==> config.mk <==
export PLATFORM = sky130hd
export DESIGN_NAME = irq_pend_arb8
export DESIGN_NICKNAME = d
export VERILOG_FILES = /design/src/rtl/irq_pkg.sv /design/src/rtl/pri_enc_8_3.sv /design/src/rtl/irq_pend_arb8.sv
export SDC_FILE = /design/constraint.sdc
export NUM_CORES = 1
export LEC_CHECK = 0
export BUFFER_PORTS_ARGS = -buffer_cell sky130_fd_sc_hd__buf_2
export CORE_MARGIN = 3
export CORE_UTILIZATION = 43
export CTS_BUF_LIST = sky130_fd_sc_hd__clkbuf_4
export DETAILED_ROUTE_END_ITERATION = 7
export PLACE_DENSITY = 0.74
export SLEW_MARGIN = 10
export SYNTH_ARGS = -nofsm -noshare
export SYNTH_HDL_FRONTEND = slang
export SYNTH_HIERARCHICAL = 1
export SYNTH_SLANG_ARGS = --single-unit
==> constraint.sdc <==
create_clock -name clk -period 5.2 [get_ports clk]
set_clock_uncertainty 0.1 [all_clocks]
set_input_delay 0.78 -clock clk [delete_from_list [all_inputs] [get_ports clk]]
set_output_delay 0.78 -clock clk [all_outputs]
set_load 0.01 [all_outputs]
==> src/rtl/irq_pkg.sv <==
// Shared types and constants for the 8-line interrupt pending/arbitration block.
package irq_pkg;

    localparam int NUM_IRQ = 8;
    localparam int ID_W    = 3;

    typedef logic [NUM_IRQ-1:0] irq_vec_t;
    typedef logic [ID_W-1:0]    irq_id_t;

    // One-hot mask for a request index; used to clear the accepted pending bit.
    function automatic irq_vec_t id_to_onehot(input irq_id_t id);
        return irq_vec_t'(1) << id;
    endfunction

endpackage

==> src/rtl/pri_enc_8_3.sv <==
// 8:3 priority encoder, bit 7 highest. Output is 0 when disabled or when no
// input is set, so callers needing "any request" must OR the vector themselves.
module pri_enc_8_3
    import irq_pkg::*;
(
    input  logic     i_en,
    input  irq_vec_t i_req,
    output irq_id_t  o_id
);

    // Ascending scan: the last set bit seen is the highest, so it wins.
    always_comb begin
        o_id = '0;
        if (i_en) begin
            for (int i = 0; i < NUM_IRQ; i++) begin
                if (i_req[i]) begin
                    o_id = irq_id_t'(i);
                end
            end
        end
    end

endmodule

==> src/rtl/irq_pend_arb8.sv <==
// Interrupt request front-end: synchronizes 8 request lines, latches them into
// a sticky pending register, masks, and offers the highest pending index over
// a valid/ready port. A pending bit clears only when its index is accepted.
// Build option: define IRQ_EDGE_EN to set pending on rising request edges;
// otherwise a high request level sets pending every cycle.
//
// Handshake: irq_valid_o/irq_id_o are registered. A transfer happens on a
// rising clk edge with irq_valid_o & irq_ready_i. While irq_valid_o is high and
// irq_ready_i is low, irq_valid_o and irq_id_o hold (no preemption, no
// withdrawal when the mask drops the offered bit).
//
// SYNC_STAGES: 0 bypasses the synchronizer (inputs already in clk domain);
// legal range is 0..3.
module irq_pend_arb8
    import irq_pkg::*;
#(
    parameter int SYNC_STAGES = 2
) (
    input  logic     clk,
    input  logic     rst_n,
    input  irq_vec_t req_i,
    input  irq_vec_t mask_i,
    output logic     irq_valid_o,
    output irq_id_t  irq_id_o,
    input  logic     irq_ready_i,
    output irq_vec_t pending_o
);

    irq_vec_t w_req_s;
    irq_vec_t w_set;
    irq_vec_t w_clr;
    irq_vec_t w_eff;
    irq_id_t  w_enc_id;
    logic     w_any;
    logic     w_accept;
    logic     w_out_free;

    irq_vec_t r_pending;
    logic     r_valid;
    irq_id_t  r_id;

    generate
        if (SYNC_STAGES == 0) begin : g_bypass
            assign w_req_s = req_i;
        end else begin : g_sync
            irq_vec_t r_sync [SYNC_STAGES];

            // Multi-flop synchronizer chain per request line.
            always_ff @(posedge clk or negedge rst_n) begin
                if (!rst_n) begin
                    for (int i = 0; i < SYNC_STAGES; i++) begin
                        r_sync[i] <= '0;
                    end
                end else begin
                    r_sync[0] <= req_i;
                    for (int i = 1; i < SYNC_STAGES; i++) begin
                        r_sync[i] <= r_sync[i-1];
                    end
                end
            end

            assign w_req_s = r_sync[SYNC_STAGES-1];
        end
    endgenerate

`ifdef IRQ_EDGE_EN
    irq_vec_t r_req_prev;

    // Previous synchronized request, for rising-edge detection.
    always_ff @(posedge clk or negedge rst_n) begin
        if (!rst_n) begin
            r_req_prev <= '0;
        end else begin
            r_req_prev <= w_req_s;
        end
    end

    assign w_set = w_req_s & ~r_req_prev;
`else
    assign w_set = w_req_s;
`endif

    assign w_accept   = r_valid & irq_ready_i;
    assign w_out_free = ~r_valid | irq_ready_i;
    assign w_clr      = w_accept ? id_to_onehot(r_id) : '0;
    // Excluding the bit being accepted keeps the same ID from being re-offered
    // on the very next cycle; a same-cycle re-set shows up one cycle later.
    assign w_eff      = r_pending & ~w_clr & mask_i;
    // Encoder output 0 is ambiguous between "bit 0" and "nothing".
    assign w_any      = |w_eff;

    pri_enc_8_3 u_enc (
        .i_en  (1'b1),
        .i_req (w_eff),
        .o_id  (w_enc_id)
    );

    // Sticky pending register; a same-cycle set beats the accept clear.
    always_ff @(posedge clk or negedge rst_n) begin
        if (!rst_n) begin
            r_pending <= '0;
        end else begin
            r_pending <= (r_pending & ~w_clr) | w_set;
        end
    end

    // Offer stage: reload only when empty or being drained this cycle.
    always_ff @(posedge clk or negedge rst_n) begin
        if (!rst_n) begin
            r_valid <= 1'b0;
            r_id    <= '0;
        end else if (w_out_free) begin
            r_valid <= w_any;
            r_id    <= w_any ? w_enc_id : '0;
        end
    end

    assign irq_valid_o = r_valid;
    assign irq_id_o    = r_id;
    assign pending_o   = r_pending;

endmodule

==> reports/qor.csv, run 1 <==
metric,value,unit
max-slew-margin-rel,0.6025,
post-synth-top-count-cell,dfrtp_1,
power_density,333.5,nW/um2
r2r_start,irq_id_o[1],
outcome,"finished, final reports clean",
synthSimpleGateAreaFrac,0.1770,
reg2regPathDepth,5,
post-route-period-util,0.4027,
grt_max_degree,29,
hold_buffers,0,
synth-compound-area-share,0.1442,
drc,0,
grt_pass1_vias,840,
core_area,2276,um2
antenna_found_initial,0,
p_leak,0.5984,nW
path_clk_slew,0.13,ns
synth_seq_cells,28,
synth.distinct_cells,24,
wire_per_inst,12.66,um
startpoint,irq_ready_i,
finalMaxSlewViolations,0,
synth_top_family_by_area,simple AND/OR/NAND/NOR gates,
io_buffers,30,
endpoint_kind,register,
grt_pass1_wl,3394,um
critPathKind,in -> reg,
boundaryPins,31,
syn_area_per_cell,11.23,um2
htreeDepth,1,
yosys_most_used_dff,dfrtp_1,
dp_hpwl,1454,um
nets,148,
start_util,0.4689,
hold_start,g_sync.r_sync[13],
hold_slack,0.2644,ns
cts_num_sinks,28,
netlist.top_cell.by_area,dfrtp_1,
cts-buffers-inserted,3,
ys.warnings.count,6,
ant_nets,0,
design_power_total,432.3,uW
num_rows,17,
placed_cells,152,
synth_cells,95,
final_core_util,0.5695,
arrival,2.21,ns
yosys-top-cells-area,"dfrtp_1 66%, nand2_1 7.4%, a21o_1 5.6%",
worstPathRequired,5.32,ns
die_x,55.82,um
synth_area,1067,um2
clk_path_buf_depth,2,
crit_chain,buf_2 -> and3b_1 -> a21oi_1 -> or4_4 -> nor2_4 -> o21ai_1,
seq_area_frac_synth,0.6565,
cp_slowest_cell,or4_4,
synth_xor_area_frac,0,
peakVddDrop,0.0002609,V
hold_class,reg -> reg,
instances_no_fill,156,
synthDominantCellAreaShare,0.6565,
grt_overflow,0,
wirelength,1975,um
whs_path_depth,0,
fin_crit,2.094,ns
synthAdderAreaFrac,0,
setup_viol,0,
gp_congestion,0.9386,
path_max_fanout,8,
hold_viol,0,
dr.pass1.iters,4,
max-cap-violations,0,
cts_tree,yes,
dr.first_iter.drc_count,25,
cts-root-buf,clkbuf_4,
vias,788,
grt_usage,0.1371,
muxShareOfSynthArea,0,
rsz0062_at_grt,no,
clk_latency,0.32,ns
die_h,55.82,um
cts_resized,0,
area_growth,21.45,%
vias_per_cell,5.051,
die_area,3116,um2
synthArstFlopShare,1.000,
synth_edf_count,0,
n_antenna_cell,0,
drive_gt1_frac,0.2969,
start_kind,input pin,
max_stage_delay,0.58,ns
synth.cells.most_frequent,"28 x dfrtp_1, 21 x nand2_1, 8 x a21o_1, 8 x a21oi_1",
worst_slew_pin_slew,0.5962,ns
setup-tns-final,0,ns
max_freq,477.6,MHz
cts_setup_buffers,0,
-- cell families (layout without fill, tap and decap cells) --
logic type,after synthesis,in the layout
and+or+nand+nor,38,38
AOI/OAI and AO/OA,24,24
buffers and inverters,4,36
DFF,28,28
other,1,2
-- worst paths after layout --
path / slack, ns / to
min in group asynchronous: 0.34 / pending_o[4]
max in group asynchronous: 4.26 / irq_id_o[0]
worst max-delay path: 3.11 / irq_id_o[2]
worst min register to register: 0.26 / w_req_s[5]
worst max register to register: 3.20 / irq_id_o[2]
worst min-delay path: 0.26 / w_req_s[5]
-- placed cells by master (no fill, tap or decap) --
cell | synthesis | layout
nor2_4 | 1 | 1
dfrtp_1 | 28 | 28
bufinv_16 | 0 | 1
conb_1 | 1 | 2
or4_4 | 1 | 1
buf_2 | 1 | 30
clkbuf_4 | 0 | 3
nor2_1 | 4 | 4
o41ai_2 | 1 | 1
a21oi_1 | 8 | 8
a31oi_1 | 2 | 2
nand2_1 | 21 | 21
nand3_1 | 2 | 2
or4_1 | 1 | 1
nor2b_1 | 2 | 2
and2b_1 | 2 | 2
and3_1 | 1 | 1
a21o_1 | 8 | 8
inv_1 | 1 | 1
o21ai_0 | 1 | 1
inv_2 | 1 | 1
nor4_1 | 1 | 1
o21ai_1 | 4 | 4
and3b_1 | 1 | 1
nand2b_1 | 1 | 1
-- state kept, by name (all words and copies together), names as in the netlist --
signal and flops:
g_sync.r_sync 8, w_req_s 8, irq_id_o 3, irq_valid_o 1, pending_o 8
-- layout make-up --
| class | count | area (um2) |
|---|---|---|
| clock inverter | 1 | 30.03 |
| timing repair buffer | 30 | 150.1 |
| clock buffer | 3 | 22.52 |
| sequential | 28 | 700.7 |
| fill | 210 | 979.7 |
| inverter | 2 | 7.507 |
| multi-input combinational | 64 | 350.3 |
| tap | 28 | 35.03 |
-- metrics by stage --
| step | worst slack, ns | area [um2] |
|---|---|---|
| 2_1_floorplan | 3.060 | 1071 |
| 3_3_place_gp | 2.835 | 1244 |
| 4_1_cts | 3.117 | 1296 |
| 6_report | 3.106 | 1296 |
| 3_5_place_dp | 2.757 | 1244 |
| 5_1_grt | 3.013 | 1296 |
-- layer usage --
metal	vias to the layer above	share of wire	track usage
met5	-	0	0
met4	0	0.021	0.07458
met3	6	0.062	0.02552
met2	30	0.49	0.2348
met1	368	0.43	0.1619
li1	384	-	-
-- power by group --
group          switching (mW)  total [mW]  internal [mW]
clock                  0.0586       0.137         0.0779
sequential            0.00993       0.240          0.230
combinational          0.0326      0.0554         0.0229
total                   0.101       0.432          0.331
-- critical path: cells and delay by family --
kind	cells	cell delay [ns]
compound gates	2	0.28
buf+inv	1	0.10
simple gates	3	1.05
Power figures use the tool's default switching activity.
==> run 2, diff against run 1 <==
- clock period: 5.2 -> 2.05 ns (I/O delays scaled with it)
==> reports/qor.csv, run 2 (synthesized netlist as in run 1, its figures left out) <==
metric,value,unit,change
outcome,"finished, final reports clean",,unchanged
endpoint_kind,register,,unchanged
path_clk_slew,0.13,ns,about the same
cts_num_sinks,28,,unchanged
ant_nets,0,,unchanged
max-slew-margin-rel,0.6005,,was 0.6025
grt_overflow,0,,unchanged
instances_no_fill,169,,was 156
cts_setup_buffers,0,,unchanged
cts-root-buf,clkbuf_4,,unchanged
gp_congestion,0.9694,,was 0.9386
wire_per_inst,11.85,um,was 12.66 um
grt_max_degree,29,,unchanged
dp_hpwl,1501,um,was 1454 um
clk_latency,0.31,ns,was 0.32 ns
clk_path_buf_depth,2,,unchanged
post-route-period-util,0.9337,,
dr.first_iter.drc_count,10,,was 25
die_area,3116,um2,unchanged
n_antenna_cell,0,,unchanged
critPathKind,reg -> reg,,was in -> reg
hold_viol,0,,unchanged
vias,818,,was 788
max_freq,522.5,MHz,
power_density,710.9,nW/um2,was 333.5 nW/um2
worstPathRequired,2.16,ns,was 5.32 ns
cts-buffers-inserted,3,,unchanged
antenna_found_initial,0,,unchanged
p_leak,0.6433,nW,was 0.5984 nW
peakVddDrop,0.0004418,V,was 0.0002609 V
crit_chain,and3b_2 -> a21oi_1 -> or4_4 -> nor2_4 -> o21ai_1,,was buf_2 -> and3b_1 -> a21oi_1 -> or4_4 -> nor2_4 -> o21ai_1
die_h,55.82,um,unchanged
path_max_fanout,8,,unchanged
grt_pass1_vias,834,,was 840
max-cap-violations,0,,unchanged
io_buffers,30,,unchanged
vias_per_cell,4.840,,was 5.051
layout_common_cells,"30 x buf_2, 28 x dfrtp_1, 21 x nand2_1",,unchanged
fin_crit,1.914,ns,
setup-tns-final,0,ns,unchanged
final_common_cell,buf_2,,unchanged
design_power_total,989.1,uW,was 432.3 uW
grt_pass1_wl,3532,um,was 3394 um
worst_slew_pin_slew,0.5993,ns,was 0.5962 ns
boundaryPins,31,,unchanged
htreeDepth,1,,unchanged
setup_viol,0,,unchanged
num_rows,17,,unchanged
start_util,0.4689,,unchanged
core_area,2276,um2,unchanged
nets,161,,was 148
placed_cells,156,,was 152
drc,0,,unchanged
drive_gt1_frac,0.2979,,was 0.2969
cp_slowest_cell,or4_4,,unchanged
start_kind,register,,was input pin
max_stage_delay,0.57,ns,was 0.58 ns
arrival,2.03,ns,was 2.21 ns
area_growth,30.36,%,was 21.45%
finalMaxSlewViolations,0,,unchanged
dr.pass1.iters,4,,unchanged
grt_usage,0.1424,,was 0.1371
cts_tree,yes,,unchanged
die_x,55.82,um,unchanged
rsz0062_at_grt,no,,unchanged
wirelength,2003,um,was 1975 um
hold_class,in -> reg,,was reg -> reg
==> run 2: changes by cell type in the layout (fill, tap and decap cells not counted), sizes merged <==
cell,change
buf,+4
bufinv,-1
clkinv,+1
dlygate4sd3,+9
==> run 2: area by class of cell <==
class	instances	area, um2
fill	197	884.6
sequential	28	700.7
multi-input combinational	64	351.6
timing repair buffer	43	270.3
tap	28	35.03
clock buffer	3	22.52
inverter	2	7.507
clock inverter	1	3.754
==> run 2: power breakdown <==
part	leakage (nW)	total [mW]	internal (mW)	switching [mW]
clock network	0.0154	0.215	0.0711	0.144
logic	0.322	0.170	0.0796	0.0900
registers	0.306	0.604	0.584	0.0199
total	0.643	0.989	0.735	0.254
==> run 2: repair_timing <==
item	4_1_cts	5_1_grt
hold buffers	9	0
gates resized for setup	0	1
setup endpoints to repair	0	4
hold endpoints to repair	36	0
==> run 2: per-stage QoR <==
step             util  instance area, um2  hold WS (ns)  setup WS (ns)
5_1_grt        0.6113                1391        0.1951        0.03458
3_5_place_dp   0.5596                1274        0.2347        0.04419
6_report       0.6113                1391        0.2034         0.1360
4_1_cts        0.6108                1390        0.1868        0.02608
3_3_place_gp   0.5596                1274        0.2331         0.1295
2_1_floorplan       -                1071      -0.08809         0.2111
==> run 2: worst paths after layout <==
path / from / endpoint / slack [ns] / cells past startpoint
min in group asynchronous: rst_n / g_sync.r_sync[12] / 0.42 / 2
worst min-delay path: irq_ready_i / irq_id_o[1] / 0.20 / 4
worst max register to register: irq_id_o[1] / irq_id_o[2] / 0.14 / 5
worst max-delay path: irq_id_o[1] / irq_id_o[2] / 0.14 / 5
max in group asynchronous: rst_n / pending_o[5] / 1.04 / 2
worst min register to register: g_sync.r_sync[8] / w_req_s[0] / 0.26 / 0
==> run 2: per-layer routing <==
metal  share of wire  GRT usage  vias up
li1                -          -      415
met1            0.43     0.1647      379
met2            0.51     0.2601       24
met3           0.060    0.03480        0
met4               0    0.04068        0
met5               0          0        -
==> run 2: critical path, delay by kind of cell, from the launching register on <==
| family | cells | cell delay (ns) |
|---|---|---|
| simple gates | 3 | 1.05 |
| flops | 1 | 0.43 |
| compound gates | 2 | 0.23 |
